`config.mk`:
```
export PLATFORM = sky130hd
export DESIGN_NAME = acc_cpu_core
export DESIGN_NICKNAME = d
export VERILOG_FILES = /design/src/rtl/acc_cpu_core.sv
export SDC_FILE = /design/constraint.sdc
export NUM_CORES = 1
export LEC_CHECK = 0
export CELL_PAD_IN_SITES_DETAIL_PLACEMENT = 1
export CELL_PAD_IN_SITES_GLOBAL_PLACEMENT = 1
export CORE_MARGIN = 2
export CORE_UTILIZATION = 30
export CTS_BUF_LIST = sky130_fd_sc_hd__clkbuf_8 sky130_fd_sc_hd__clkbuf_16
export DETAILED_ROUTE_END_ITERATION = 7
export PLACE_DENSITY_LB_ADDON = 0.1
export REMOVE_ABC_BUFFERS = 1
export SYNTH_ARGS = -nofsm -noshare
export SYNTH_HDL_FRONTEND = slang
export SYNTH_SLANG_ARGS = --single-unit
```
`constraint.sdc`:
```
create_clock -name Clock -period 10.2 [get_ports Clock]
set_clock_uncertainty 0.05 [all_clocks]
set_input_delay 2.04 -clock Clock [delete_from_list [all_inputs] [get_ports Clock]]
set_output_delay 2.04 -clock Clock [all_outputs]
set_load 0.02 [all_outputs]
```
`src/rtl/acc_cpu_core.sv`:
```
`default_nettype none
// ============================================================================
// Module      : acc_cpu_core
// Description : Parametrised accumulator processor with control FSM, datapath
//               and loadable program/data memory (async read, sync write).
//               Optional macro ACC_CPU_SAT_EN makes ADD/SUB saturate on
//               signed overflow instead of wrapping.
// Revision    : 1.0 - initial release
// ============================================================================
module acc_cpu_core #(
    parameter int DATA_W = 8,   // must satisfy DATA_W >= ADDR_W + 3
    parameter int ADDR_W = 5
) (
    input  logic              Clock,
    input  logic              Reset,
    input  logic              Start,
    input  logic              Enter,
    input  logic [DATA_W-1:0] Input,
    input  logic              prog_we,
    input  logic [ADDR_W-1:0] prog_addr,
    input  logic [DATA_W-1:0] prog_data,
    output logic [DATA_W-1:0] Output,
    output logic              Halt,
    output logic [2:0]        state,
    output logic [2:0]        IR
);

    typedef enum logic [2:0] {
        S_IDLE   = 3'd0,
        S_FETCH  = 3'd1,
        S_DECODE = 3'd2,
        S_EXEC   = 3'd3,
        S_INWAIT = 3'd4,
        S_HALT   = 3'd5
    } state_t;

    localparam logic [2:0] OP_LOAD  = 3'b000;
    localparam logic [2:0] OP_STORE = 3'b001;
    localparam logic [2:0] OP_ADD   = 3'b010;
    localparam logic [2:0] OP_SUB   = 3'b011;
    localparam logic [2:0] OP_IN    = 3'b100;
    localparam logic [2:0] OP_JZ    = 3'b101;
    localparam logic [2:0] OP_JPOS  = 3'b110;
    localparam logic [2:0] OP_HALT  = 3'b111;
    localparam int         MSB      = DATA_W - 1;

    state_t              state_q, state_d;
    logic [ADDR_W-1:0]   pc_q, pc_d;
    logic [DATA_W-1:0]   a_q, a_d;
    logic [2:0]          ir_op_q, ir_op_d;
    logic [ADDR_W-1:0]   ir_addr_q, ir_addr_d;
    logic                enter_q, enter_d;

    logic [DATA_W-1:0]   mem_q [2**ADDR_W];
    logic                mem_we;
    logic [ADDR_W-1:0]   mem_waddr;
    logic [DATA_W-1:0]   mem_wdata;
    logic [DATA_W-1:0]   fetch_word;
    logic [DATA_W-1:0]   mem_rd;

    logic [DATA_W-1:0]   sum_w, diff_w, add_res, sub_res;
    logic                zero_w, pos_w;

    assign fetch_word = mem_q[pc_q];
    assign mem_rd     = mem_q[ir_addr_q];

    // Flags are purely combinational views of the accumulator
    assign zero_w = (a_q == '0);
    assign pos_w  = !a_q[MSB] && !zero_w;

    // Two's complement add/sub, optionally clamped on signed overflow
    always_comb begin
        sum_w  = a_q + mem_rd;
        diff_w = a_q - mem_rd;
`ifdef ACC_CPU_SAT_EN
        // Overflow only possible when operand signs make the result sign impossible
        if ((a_q[MSB] == mem_rd[MSB]) && (sum_w[MSB] != a_q[MSB]))
            add_res = a_q[MSB] ? {1'b1, {(DATA_W-1){1'b0}}} : {1'b0, {(DATA_W-1){1'b1}}};
        else
            add_res = sum_w;
        if ((a_q[MSB] != mem_rd[MSB]) && (diff_w[MSB] != a_q[MSB]))
            sub_res = a_q[MSB] ? {1'b1, {(DATA_W-1){1'b0}}} : {1'b0, {(DATA_W-1){1'b1}}};
        else
            sub_res = diff_w;
`else
        add_res = sum_w;
        sub_res = diff_w;
`endif
    end

    // Next-state, datapath updates and memory write-port selection
    always_comb begin
        state_d   = state_q;
        pc_d      = pc_q;
        a_d       = a_q;
        ir_op_d   = ir_op_q;
        ir_addr_d = ir_addr_q;
        enter_d   = Enter;
        mem_we    = 1'b0;
        mem_waddr = prog_addr;
        mem_wdata = prog_data;
        unique case (state_q)
            S_IDLE, S_HALT: begin
                // External loading only while the core is not running
                mem_we = prog_we;
                if (Start) begin
                    pc_d    = '0;
                    a_d     = '0;
                    state_d = S_FETCH;
                end
            end
            S_FETCH: begin
                ir_op_d   = fetch_word[MSB -: 3];
                ir_addr_d = fetch_word[ADDR_W-1:0];
                pc_d      = pc_q + 1'b1;
                state_d   = S_DECODE;
            end
            S_DECODE: begin
                if (ir_op_q == OP_IN)
                    state_d = S_INWAIT;
                else if (ir_op_q == OP_HALT)
                    state_d = S_HALT;
                else
                    state_d = S_EXEC;
            end
            S_EXEC: begin
                state_d = S_FETCH;
                case (ir_op_q)
                    OP_LOAD:  a_d = mem_rd;
                    OP_STORE: begin
                        mem_we    = 1'b1;
                        mem_waddr = ir_addr_q;
                        mem_wdata = a_q;
                    end
                    OP_ADD:   a_d = add_res;
                    OP_SUB:   a_d = sub_res;
                    OP_JZ:    if (zero_w) pc_d = ir_addr_q;
                    OP_JPOS:  if (pos_w)  pc_d = ir_addr_q;
                    default:  ;
                endcase
            end
            S_INWAIT: begin
                // Only a fresh press counts; a button already held must be released first
                if (Enter && !enter_q) begin
                    a_d     = Input;
                    state_d = S_FETCH;
                end
            end
            default: state_d = S_IDLE;
        endcase
    end

    // Core registers with asynchronous active-low reset
    always_ff @(posedge Clock or negedge Reset) begin
        if (!Reset) begin
            state_q   <= S_IDLE;
            pc_q      <= '0;
            a_q       <= '0;
            ir_op_q   <= '0;
            ir_addr_q <= '0;
            enter_q   <= 1'b0;
        end else begin
            state_q   <= state_d;
            pc_q      <= pc_d;
            a_q       <= a_d;
            ir_op_q   <= ir_op_d;
            ir_addr_q <= ir_addr_d;
            enter_q   <= enter_d;
        end
    end

    // Memory array is deliberately not reset so a loaded program survives Reset
    always_ff @(posedge Clock) begin
        if (mem_we)
            mem_q[mem_waddr] <= mem_wdata;
    end

    assign Output = a_q;
    assign Halt   = (state_q == S_HALT);
    assign state  = state_q;
    assign IR     = ir_op_q;

endmodule
`default_nettype wire
```
==> metrics.md, run 1 <==
| Metric | Value |
|---|---|
| Share of final-layout standard cells stronger than drive strength 1 | `0.217` |
| CP Data Arrival Time | `5.74 ns` |
| CTS resizes | `0` |
| Cell family with the largest share of critical-path delay | `multiplexers` |
| Synth Area in Adders | `0.00954` |
| Most common library cell in the layout ignoring fill and taps | `sky130_fd_sc_hd__edfxtp_1` |
| Detailed-routing iteration count for the pre-antenna-repair pass | `5` |
| Antenna violations before repair | `0` |
| Cell with the largest stage delay on the worst path | `sky130_fd_sc_hd__dfrtp_4` |
| Synth Area per Inst | `16.5 sq um` |
| Number of global-route vias before repair | `8,967` |
| Crit Path Category | `flop to flop` |
| Dominant combinational cell family by area after synthesis | `multiplexers` |
| Die height | `219 um` |
| Type of element launching the critical path | `flop` |
| Kind of capture point of the worst setup path | `flop` |
| Number of synthesized register bits | `281` |
| First-pass GRT wire length | `64.4 mm` |
| Total wire length | `44.4 mm` |
| Static Leakage | `5.18 nW` |
| Ratio of final minimum period to clock period | `0.528` |
| ANT cells | `0` |
| Critical Path, Cell by Cell | `buf_4 > mux4_1 > mux4_2 > nor2b_1 > a21oi_4 > ha_1 > nand2b_1 > o41ai_1 > xnor2_1 > ha_1 > or3_1 > o21ai_0 > a21oi_1 > xnor2_2 > xnor2_1 > a31oi_1` |
| Maximum ir drop on the vdd rail | `0.158 mV` |
| DP HPWL | `29.9 mm` |
| Post-synthesis compound-gate area fraction | `0.0716` |
| Post-CTS Setup Repair Bufs | `0` |
| Clock root buffer | `sky130_fd_sc_hd__clkbuf_16` |
| Post-route DRC | `0` |
| Final-stage net count | `923` |
| Later-pin clock latency in the skew report | `0.52 ns` |
| Detailed-route vias per instance | `5.51` |
| Number of enable flip-flop cells after synthesis | `256` |
| Final count of pins violating max slew | `0` |
| CTS tree | `done` |
| Clock slew at the register clock pins of the worst setup and hold paths | `0.06 ns` |
| Worst Tran Pin Value | `1.29 ns` |
| Worst Path Max Fanout | `35` |
| Setup repair after global routing missed its margin | `false` |
| Antenna-violating nets left | `0` |
| Number of primary I/O pins | `41` |
| Setup violations, final | `0` |
| Multiplexer share of the synthesized area | `0.231` |
| Seq/Total Area, Yosys | `0.598` |
| CTS max path bufs | `3` |
| Floorplan row count | `78` |
| Shortest clock period the worst path allows after layout | `5.39 ns` |
| Headroom to the max-slew limit | `0.136` |
| Maximum level of the CTS H-tree | `2` |
| Sum Neg Setup Slack | `0 ns` |
| Crit-path max cell delay | `0.91 ns` |
| Critical path buffer and inverter count | `1` |
| Total CTS buffers | `34` |
| Floorplan die area | `0.0481 sq mm` |
| Pin count of the biggest net entering global routing | `46` |
| Core region area | `0.0456 sq mm` |
| Overall global routing resource usage | `0.188` |
| Die X-Extent | `219 um` |
| Share of async-settable or async-resettable flops after synthesis | `0.0890` |
| DR iter-0 viols | `638` |
| Hold buffers post-CTS | `0` |
| Classification of the worst-slack hold path | `flop to flop` |
| XOR/XNOR share of the synthesized area | `0.00873` |
| Post-synthesis simple-gate area fraction | `0.0549` |
| Fmax | `186 MHz` |
| Final Wtd Congestion | `0.831` |
| Total via count in the routed design | `8,314` |
| Pwr/cell area | `310 mW/mm^2` |
| Number of instances in the synthesized netlist | `845` |
| Hold slack final | `0.590 ns` |
| Layout Area Growth over Synthesis | `14.9%` |
| Result of the run | `complete, no violations` |
| Grt total ovfl | `0` |
| Hold Violations, Final | `0` |
| Total clock sinks | `281` |
| # Max-Cap Violations | `0` |
| Data required time of the worst path | `10.55 ns` |
| Average wire per cell in the routed design | `29.4 um` |
| Yosys warns | `0` |
| Netlist cell types | `68` |
| Cell area after technology mapping | `0.0139 sq mm` |
| Most used flip-flop cell after synthesis | `sky130_fd_sc_hd__edfxtp_1` |
| Initial core utilization | `0.305` |
| Buffers on Ports | `40` |
| Most frequent cells in the layout | `256 x sky130_fd_sc_hd__edfxtp_1, 115 x sky130_fd_sc_hd__mux4_2, 59 x sky130_fd_sc_hd__nor2_1` |
[report_power, final]
group | internal (mW) | leakage, nW | switching (mW)
combinational | 1.01 | 2.02 | 1.20
sequential | 1.34 | 2.60 | 0.247
clock | 0.696 | 0.556 | 0.465
total | 3.04 | 5.18 | 1.92
[cell usage after synthesis, drive strengths merged (5+ instances only)]
| library cell | count | area, sq um |
|---|---|---|
| edfxtp | 256 | 7690 |
| mux4 | 122 | 2770 |
| nor2 | 59 | 221 |
| mux2i | 38 | 380 |
| nand2 | 38 | 143 |
| o22ai | 29 | 181 |
| a21oi | 28 | 151 |
| clkbuf | 27 | 101 |
| o21ai | 26 | 130 |
| buf | 25 | 195 |
| dfrtp | 25 | 626 |
| inv | 17 | 63.8 |
| o221ai | 16 | 140 |
| a31oi | 14 | 87.6 |
| nand2b | 14 | 87.6 |
| xnor2 | 10 | 95.1 |
| ha | 9 | 113 |
| or3 | 9 | 56.3 |
| a22oi | 8 | 60.1 |
| nor3 | 7 | 40.0 |
| nand3 | 6 | 30.0 |
| mux2 | 5 | 56.3 |
| nor4 | 5 | 56.3 |
[registers in the layout (all words and copies together) (netlist names)]
register and flops:
pc_q 5, mem_q 256, ir_addr_q 5, IR 3, enter_q 1, Output 8
state 3
[metrics by stage]
stage / power [mW] / utilization / setup WS, ns / std cells / instance area, sq um
after floorplan: 3.11 / - / 4.18 / 793 / 13600
after global placement: 3.82 / 0.327 / 4.73 / 1450 / 14900
after detailed placement: 3.84 / 0.327 / 4.63 / 1450 / 14900
after CTS: 5.01 / 0.350 / 4.62 / 1508 / 16000
after global routing: 5.23 / 0.351 / 4.34 / 1509 / 16000
final: 4.96 / 0.351 / 4.81 / 1509 / 16000
[metal layers]
metal / vias to the layer above / GRT usage / share of wire
li1: 3581 / - / -
met1: 4451 / 0.254 / 0.45
met2: 226 / 0.313 / 0.48
met3: 56 / 0.0322 / 0.048
met4: 0 / 0.0541 / 0.024
met5: - / 0 / 0
[kinds of logic after synthesis]
logic type               after synthesis
adder cells (fa/ha/maj)               10
AO/OA/AOI/OAI                        149
multiplexers                         165
XOR/XNOR                              13
flip-flops                           281
buffers and inverters                 70
AND/OR/NAND/NOR                      157
[cell type report]
type                            instances  area [sq um]
Clock inverter                         21           134
Clock buffer                           37           926
Sequential cell                       281          8320
Timing Repair Buffer                   58           536
Fill cell                            4590         29600
Tap cell                              600           751
Inverter                               18          67.6
Multi-Input combinational cell        494          5240
[worst reg2reg max path, delay by kind of cell, from the launching register on]
| family | cells | cell delay [ns] |
|---|---|---|
| AO/OA/AOI/OAI | 5 | 0.94 |
| AND/OR/NAND/NOR | 3 | 0.63 |
| adder cells (fa/ha/maj) | 2 | 0.44 |
| buffers and inverters | 1 | 0.69 |
| XOR/XNOR | 3 | 0.47 |
| multiplexers | 2 | 1.14 |
| flip-flops | 1 | 0.91 |
[path summary, 6_finish.rpt]
kind                               from            to  cells past startpoint  slack, ns
hold / removal                 state[2]      state[1]                      1       0.59
setup / recovery           ir_addr_q[0]     Output[7]                     16       4.81
hold reg to reg                state[2]      state[1]                      1       0.59
min in group asynchronous         Reset     Output[7]                      2       1.87
max in group asynchronous         Reset  ir_addr_q[0]                      2       7.91
setup reg to reg           ir_addr_q[0]     Output[7]                     16       4.81
(Power assumes the default switching activity.)
==> run 2: changes to the inputs <==
clock period = 5.29 ns   (was 10.2 ns; I/O delays follow)
==> run 2 against run 1 <==
  * Design area increased by 1.7%
  * Clock-buffer cell count is the same
  * Power up 93%
  * Maximum frequency increased by 14%
  * Hold slack worse by 0.0016 ns
  * Cell count rose by 2.5%
  * Via count up 3.6%
  * Worst setup slack lost 4.2 ns
  * Die area is the same
  * Largest power group unchanged
==> metrics.md, run 2 (synthesized netlist as in run 1, its figures left out) <==
| Metric | Value |
|---|---|
| Result of the run | `complete, no violations` |
| Hold slack final | `0.588 ns (-0.00163 ns)` |
| DP HPWL | `32.0 mm (+7.1%)` |
| Data required time of the worst path | `5.61 ns (-4.94 ns)` |
| Total via count in the routed design | `8,612 (+3.6%)` |
| Detailed-routing iteration count for the pre-antenna-repair pass | `6 (+1)` |
| Final Wtd Congestion | `0.829 (-0.19%)` |
| Buffers on Ports | `40 (unchanged)` |
| Worst slack, placed | `0.593 ns (-4.04 ns)` |
| CTS resizes | `0 (unchanged)` |
| Setup repair after global routing missed its margin | `false` |
| Grt total ovfl | `0 (unchanged)` |
| Type of element launching the critical path | `flop` |
| Fmax | `212 MHz (+14%)` |
| Most common library cell in the layout ignoring fill and taps | `sky130_fd_sc_hd__edfxtp_1` |
| Setup violations, final | `0 (unchanged)` |
| Number of primary I/O pins | `41 (unchanged)` |
| Number of global-route vias before repair | `9,186 (+2.4%)` |
| Classification of the worst-slack hold path | `flop to flop` |
| Detailed-route vias per instance | `5.57 (+1.0%)` |
| Initial core utilization | `0.305 (unchanged)` |
| Total CTS buffers | `35 (+2.9%)` |
| Later-pin clock latency in the skew report | `0.54 ns (+0.02 ns)` |
| Kind of capture point of the worst setup path | `flop` |
| Die height | `219 um (unchanged)` |
| Hold Violations, Final | `0 (unchanged)` |
| Post-route DRC | `0 (unchanged)` |
| Most frequent cells in the layout | `256 x sky130_fd_sc_hd__edfxtp_1, 115 x sky130_fd_sc_hd__mux4_2, 59 x sky130_fd_sc_hd__nor2_1` |
| First-pass GRT wire length | `66.6 mm (+3.4%)` |
| Number of flip-flops under the largest register name | `256 (unchanged)` |
| Floorplan row count | `78 (unchanged)` |
| Overall global routing resource usage | `0.195 (+0.00625)` |
| Headroom to the max-slew limit | `0.129 (-0.00647)` |
| Clock slew at the register clock pins of the worst setup and hold paths | `0.06 ns (about the same)` |
| Tot Pwr | `9.58 mW (+93%)` |
| Post-CTS Setup Repair Bufs | `0 (unchanged)` |
| CTS tree | `done` |
| FF-to-FF setup slack | `0.58 ns (-4.23 ns)` |
| Hold buffers post-CTS | `0 (unchanged)` |
| CTS max path bufs | `3 (unchanged)` |
| Ratio of final minimum period to clock period | `0.890 (+0.362)` |
| Share of final-layout standard cells stronger than drive strength 1 | `0.254 (+0.0370)` |
| Total wire length | `45.5 mm (+2.5%)` |
| Clock root buffer | `sky130_fd_sc_hd__clkbuf_16` |
| CP Data Arrival Time | `5.03 ns (-0.71 ns)` |
| Core Util, Final | `0.356 (+0.00579)` |
| Shortest clock period the worst path allows after layout | `4.71 ns (-0.679 ns)` |
| DR iter-0 viols | `687 (+7.7%)` |
| Maximum level of the CTS H-tree | `2 (unchanged)` |
| Pwr/cell area | `590 mW/mm^2 (+90%)` |
| Worst Slack Setup Final | `0.580 ns (-4.23 ns)` |
| Average wire per cell in the routed design | `29.4 um (about the same)` |
| Maximum ir drop on the vdd rail | `0.277 mV (+75%)` |
| Final count of pins violating max slew | `0 (unchanged)` |
| Antenna-violating nets left | `0 (unchanged)` |
| Total clock sinks | `281 (unchanged)` |
| Crit Path Category | `flop to flop` |
| Worst Path Max Fanout | `33 (-5.7%)` |
| Layout Area Growth over Synthesis | `16.8%` |
| Pin count of the biggest net entering global routing | `50 (+8.7%)` |
| Register containing the most flip-flops in the final layout | `mem_q` |
| Antenna violations before repair | `0 (unchanged)` |
| Core region area | `0.0456 sq mm (unchanged)` |
| Die X-Extent | `219 um (unchanged)` |
| Static Leakage | `5.38 nW (+3.7%)` |
| Final-stage net count | `962 (+4.2%)` |
| Worst Tran Pin Value | `1.31 ns (+0.0196 ns)` |
| # Max-Cap Violations | `0 (unchanged)` |
| Floorplan die area | `0.0481 sq mm (unchanged)` |
run 2: cell types whose count changed in the layout (fill, tap and decap cells not counted):
cell                        previous run  this run
sky130_fd_sc_hd__buf_4                18        56
sky130_fd_sc_hd__bufinv_16             2         1
sky130_fd_sc_hd__clkinv_1              8         5
sky130_fd_sc_hd__clkinv_2              2         7
sky130_fd_sc_hd__diode_2               0         1
sky130_fd_sc_hd__inv_1                24        22
sky130_fd_sc_hd__mux2_1                4         3
sky130_fd_sc_hd__mux2_2                1         2
run 2: critical path: stages, from the launching register on:
cell	delay [ns]
sky130_fd_sc_hd__dfrtp_4	0.88
sky130_fd_sc_hd__mux4_1	0.64
sky130_fd_sc_hd__mux4_2	0.47
sky130_fd_sc_hd__nor2b_1	0.17
sky130_fd_sc_hd__a21oi_4	0.26
sky130_fd_sc_hd__ha_1	0.29
sky130_fd_sc_hd__a21oi_1	0.22
sky130_fd_sc_hd__ha_1	0.29
sky130_fd_sc_hd__a21o_1	0.16
sky130_fd_sc_hd__a21o_1	0.21
sky130_fd_sc_hd__a311oi_1	0.32
sky130_fd_sc_hd__xor2_1	0.18
sky130_fd_sc_hd__o21ai_1	0.08
sky130_fd_sc_hd__a22oi_1	0.21
sky130_fd_sc_hd__o21ai_1	0.08
run 2: layer usage:
layer / GRT usage / routed length [um]
met1: 0.268 / 20500
met4: 0.0489 / 1010
met2: 0.320 / 21900
met5: 0 / 0
met3: 0.0331 / 2150
run 2: worst paths after layout:
kind,from,depth (start not counted),to
min reg2reg,Output[4],2,Output[4]
min,Output[4],2,Output[4]
max,ir_addr_q[0],14,Output[5]
max in group asynchronous,Reset,2,pc_q[0]
max reg2reg,ir_addr_q[0],14,Output[5]
min in group asynchronous,Reset,1,Output[0]
run 2: layout make-up:
cell class / count / area [sq um]
Multi-Input combinational cell: 494 / 5240
Clock inverter: 20 / 110
Tap cell: 600 / 751
Inverter: 18 / 67.6
Clock buffer: 37 / 926
Timing Repair Buffer: 96 / 821
Antenna cell: 1 / 2.50
Sequential cell: 281 / 8320
Fill cell: 4570 / 29300
run 2: metrics by stage:
| stage | std cells | setup TNS [ns] | cell area [sq um] |
|---|---|---|---|
| after floorplan | 793 | -3.06 | 13600 |
| after global placement | 1489 | 0 | 15200 |
| after detailed placement | 1489 | 0 | 15200 |
| after CTS | 1546 | 0 | 16200 |
| after global routing | 1546 | 0 | 16200 |
| final | 1547 | 0 | 16200 |
run 2: report_power, final:
part | internal (mW) | total (mW) | switching (mW)
clock network | 1.30 | 2.21 | 0.912
registers | 2.58 | 2.99 | 0.409
logic | 1.97 | 4.39 | 2.41
total | 5.85 | 9.58 | 3.73
==> run 3: changes to the inputs <==
CORE_MARGIN = unset   (was 2)
==> run 3 against run 2 <==
  * Combinational power about the same
  * Worst setup slack worse by 0.051 ns
  * Power down 0.21%
  * Via count down 1.1%
  * Sequential cell count unchanged
  * Clock power about the same
  * Cell count up 0.26%
  * Register-to-register slack worse by 0.05 ns
  * Die area down 1.8%
  * First-iteration DRC count down 3.9%
  * Utilization about the same
  * Wire length down 1.3%
==> metrics.md, run 3 (synthesized netlist as in run 1, its figures left out) <==
| Metric | Value |
|---|---|
| CP Data Arrival Time | `5.06 ns (+0.03 ns)` |
| # Max-Cap Violations | `0 (unchanged)` |
| DP HPWL | `32.2 mm (+0.42%)` |
| Initial core utilization | `0.305 (unchanged)` |
| Floorplan die area | `0.0472 sq mm (-1.8%)` |
| Average wire per cell in the routed design | `29.0 um (-1.6%)` |
| Post-route DRC | `0 (unchanged)` |
| Clock root buffer | `sky130_fd_sc_hd__clkbuf_16` |
| Setup violations, final | `0 (unchanged)` |
| Floorplan row count | `78 (unchanged)` |
| Pwr/cell area | `589 mW/mm^2 (-0.26%)` |
| Layout Area Growth over Synthesis | `16.9% (about the same)` |
| CTS max path bufs | `3 (unchanged)` |
| Worst Tran Pin Value | `1.29 ns (-0.0168 ns)` |
| Post-CTS Setup Repair Bufs | `0 (unchanged)` |
| Detailed-route vias per instance | `5.49 (-1.3%)` |
| Maximum level of the CTS H-tree | `2 (unchanged)` |
| Final Wtd Congestion | `0.839 (+1.3%)` |
| Total clock sinks | `281 (unchanged)` |
| Later-pin clock latency in the skew report | `0.52 ns (-0.02 ns)` |
| Most common library cell in the layout ignoring fill and taps | `sky130_fd_sc_hd__edfxtp_1` |
| Number of flip-flops under the largest register name | `256 (unchanged)` |
| Number of primary I/O pins | `41 (unchanged)` |
| Number of global-route vias before repair | `9,129 (-0.62%)` |
| Type of element launching the critical path | `flop` |
| Detailed-routing iteration count for the pre-antenna-repair pass | `6 (unchanged)` |
| Hold Violations, Final | `0 (unchanged)` |
| Pin count of the biggest net entering global routing | `51 (+2.0%)` |
| Data required time of the worst path | `5.59 ns (-0.02 ns)` |
| Kind of capture point of the worst setup path | `flop` |
| CTS resizes | `0 (unchanged)` |
| DR iter-0 viols | `660 (-3.9%)` |
| Total via count in the routed design | `8,519 (-1.1%)` |
| Result of the run | `complete, no violations` |
| Tot Pwr | `9.56 mW (-0.21%)` |
| Register containing the most flip-flops in the final layout | `mem_q` |
| Final-stage net count | `963 (+0.10%)` |
| FF-to-FF setup slack | `0.53 ns (-0.05 ns)` |
| Grt total ovfl | `0 (unchanged)` |
| Core region area | `0.0456 sq mm (unchanged)` |
| First-pass GRT wire length | `65.8 mm (-1.3%)` |
| Headroom to the max-slew limit | `0.141 (+0.0112)` |
| Shortest clock period the worst path allows after layout | `4.76 ns (+0.0508 ns)` |
| Crit Path Category | `flop to flop` |
| Total CTS buffers | `34 (-2.9%)` |
| Worst slack, placed | `0.509 ns (-0.0836 ns)` |
| Hold slack final | `0.572 ns (-0.0163 ns)` |
| Share of final-layout standard cells stronger than drive strength 1 | `0.252 (-0.00186)` |
| Overall global routing resource usage | `0.195 (+0.000655)` |
| Antenna-violating nets left | `0 (unchanged)` |
| Die X-Extent | `217 um (-0.91%)` |
| CTS tree | `done` |
| Most frequent cells in the layout | `256 x sky130_fd_sc_hd__edfxtp_1, 115 x sky130_fd_sc_hd__mux4_2, 59 x sky130_fd_sc_hd__nor2_1` |
| Total placed instance area | `0.0152 sq mm (about the same)` |
| Worst Slack Setup Final | `0.529 ns (-0.0508 ns)` |
| Hold buffers post-CTS | `0 (unchanged)` |
| Final count of pins violating max slew | `0 (unchanged)` |
| Worst Path Max Fanout | `32 (-3.0%)` |
| Setup repair after global routing missed its margin | `false` |
| Buffers on Ports | `40 (unchanged)` |
| Maximum ir drop on the vdd rail | `0.212 mV (-23%)` |
| Core Util, Final | `0.356 (about the same)` |
| Total wire length | `44.9 mm (-1.3%)` |
| Classification of the worst-slack hold path | `flop to flop` |
| Die height | `217 um (-0.91%)` |
| Antenna violations before repair | `0 (unchanged)` |
| Fmax | `210 MHz (-1.1%)` |
| Clock slew at the register clock pins of the worst setup and hold paths | `0.06 ns (about the same)` |
| Static Leakage | `5.38 nW (about the same)` |
| Ratio of final minimum period to clock period | `0.900 (+0.00960)` |
| Area of all placed cells without fillers | `0.0162 sq mm (about the same)` |
-- run 3: changes by cell type in the layout (fill, tap and decap cells not counted), moves of 2 or more --
| cell | change |
|---|---|
| sky130_fd_sc_hd__clkbuf_16 | -2 |
| sky130_fd_sc_hd__clkinv_1 | +3 |
| sky130_fd_sc_hd__buf_4 | +2 |
| sky130_fd_sc_hd__clkinv_2 | -2 |
-- run 3: path summary, 6_finish.rpt --
check / start / to / cells past startpoint
min in group asynchronous: Reset / Output[0] / 2
hold reg to reg: state[2] / state[1] / 1
setup reg to reg: ir_addr_q[0] / Output[6] / 18
setup / recovery: ir_addr_q[0] / Output[6] / 18
hold / removal: state[2] / state[1] / 1
max in group asynchronous: Reset / ir_addr_q[0] / 2
-- run 3: layout make-up --
cell class | count | area [sq um]
Antenna cell | 2 | 5.00
Clock buffer | 35 | 876
Clock inverter | 23 | 150
Fill cell | 4597 | 29300
Inverter | 18 | 67.6
Multi-Input combinational cell | 494 | 5240
Sequential cell | 281 | 8320
Tap cell | 600 | 751
Timing Repair Buffer | 98 | 836
-- run 3: per-layer routing --
layer	global-route usage	share of wire	vias to the layer above
li1	-	-	3666
met2	0.322	0.48	203
met1	0.270	0.45	4603
met3	0.0270	0.042	47
met5	0	0	-
met4	0.0542	0.023	0
-- run 3: stage by stage --
stage	instances	TNS, ns
floorplan	793	-3.06
global placement	1491	0
detailed placement	1491	0
CTS	1549	0
global route	1549	0
finish	1551	0
-- run 3: worst max-delay path, stage by stage (launching register included) --
cell	delay (ns)
sky130_fd_sc_hd__dfrtp_4	0.85
sky130_fd_sc_hd__buf_4	0.37
sky130_fd_sc_hd__mux4_2	0.53
sky130_fd_sc_hd__and3_1	0.20
sky130_fd_sc_hd__a31oi_1	0.16
sky130_fd_sc_hd__o211ai_1	0.22
sky130_fd_sc_hd__inv_1	0.11
sky130_fd_sc_hd__ha_1	0.18
sky130_fd_sc_hd__nor2_1	0.07
sky130_fd_sc_hd__xnor2_1	0.12
sky130_fd_sc_hd__ha_1	0.34
sky130_fd_sc_hd__a21o_1	0.20
sky130_fd_sc_hd__a21oi_1	0.25
sky130_fd_sc_hd__o21bai_1	0.11
sky130_fd_sc_hd__a21oi_1	0.18
sky130_fd_sc_hd__xor2_1	0.18
sky130_fd_sc_hd__o21ai_1	0.08
sky130_fd_sc_hd__a221oi_1	0.29
sky130_fd_sc_hd__a21oi_1	0.07
-- run 3: power breakdown --
part	switching (mW)	leakage [nW]	internal (mW)
registers	0.378	2.60	2.58
logic	2.45	2.24	1.97
clock network	0.893	0.537	1.29
total	3.72	5.38	5.84
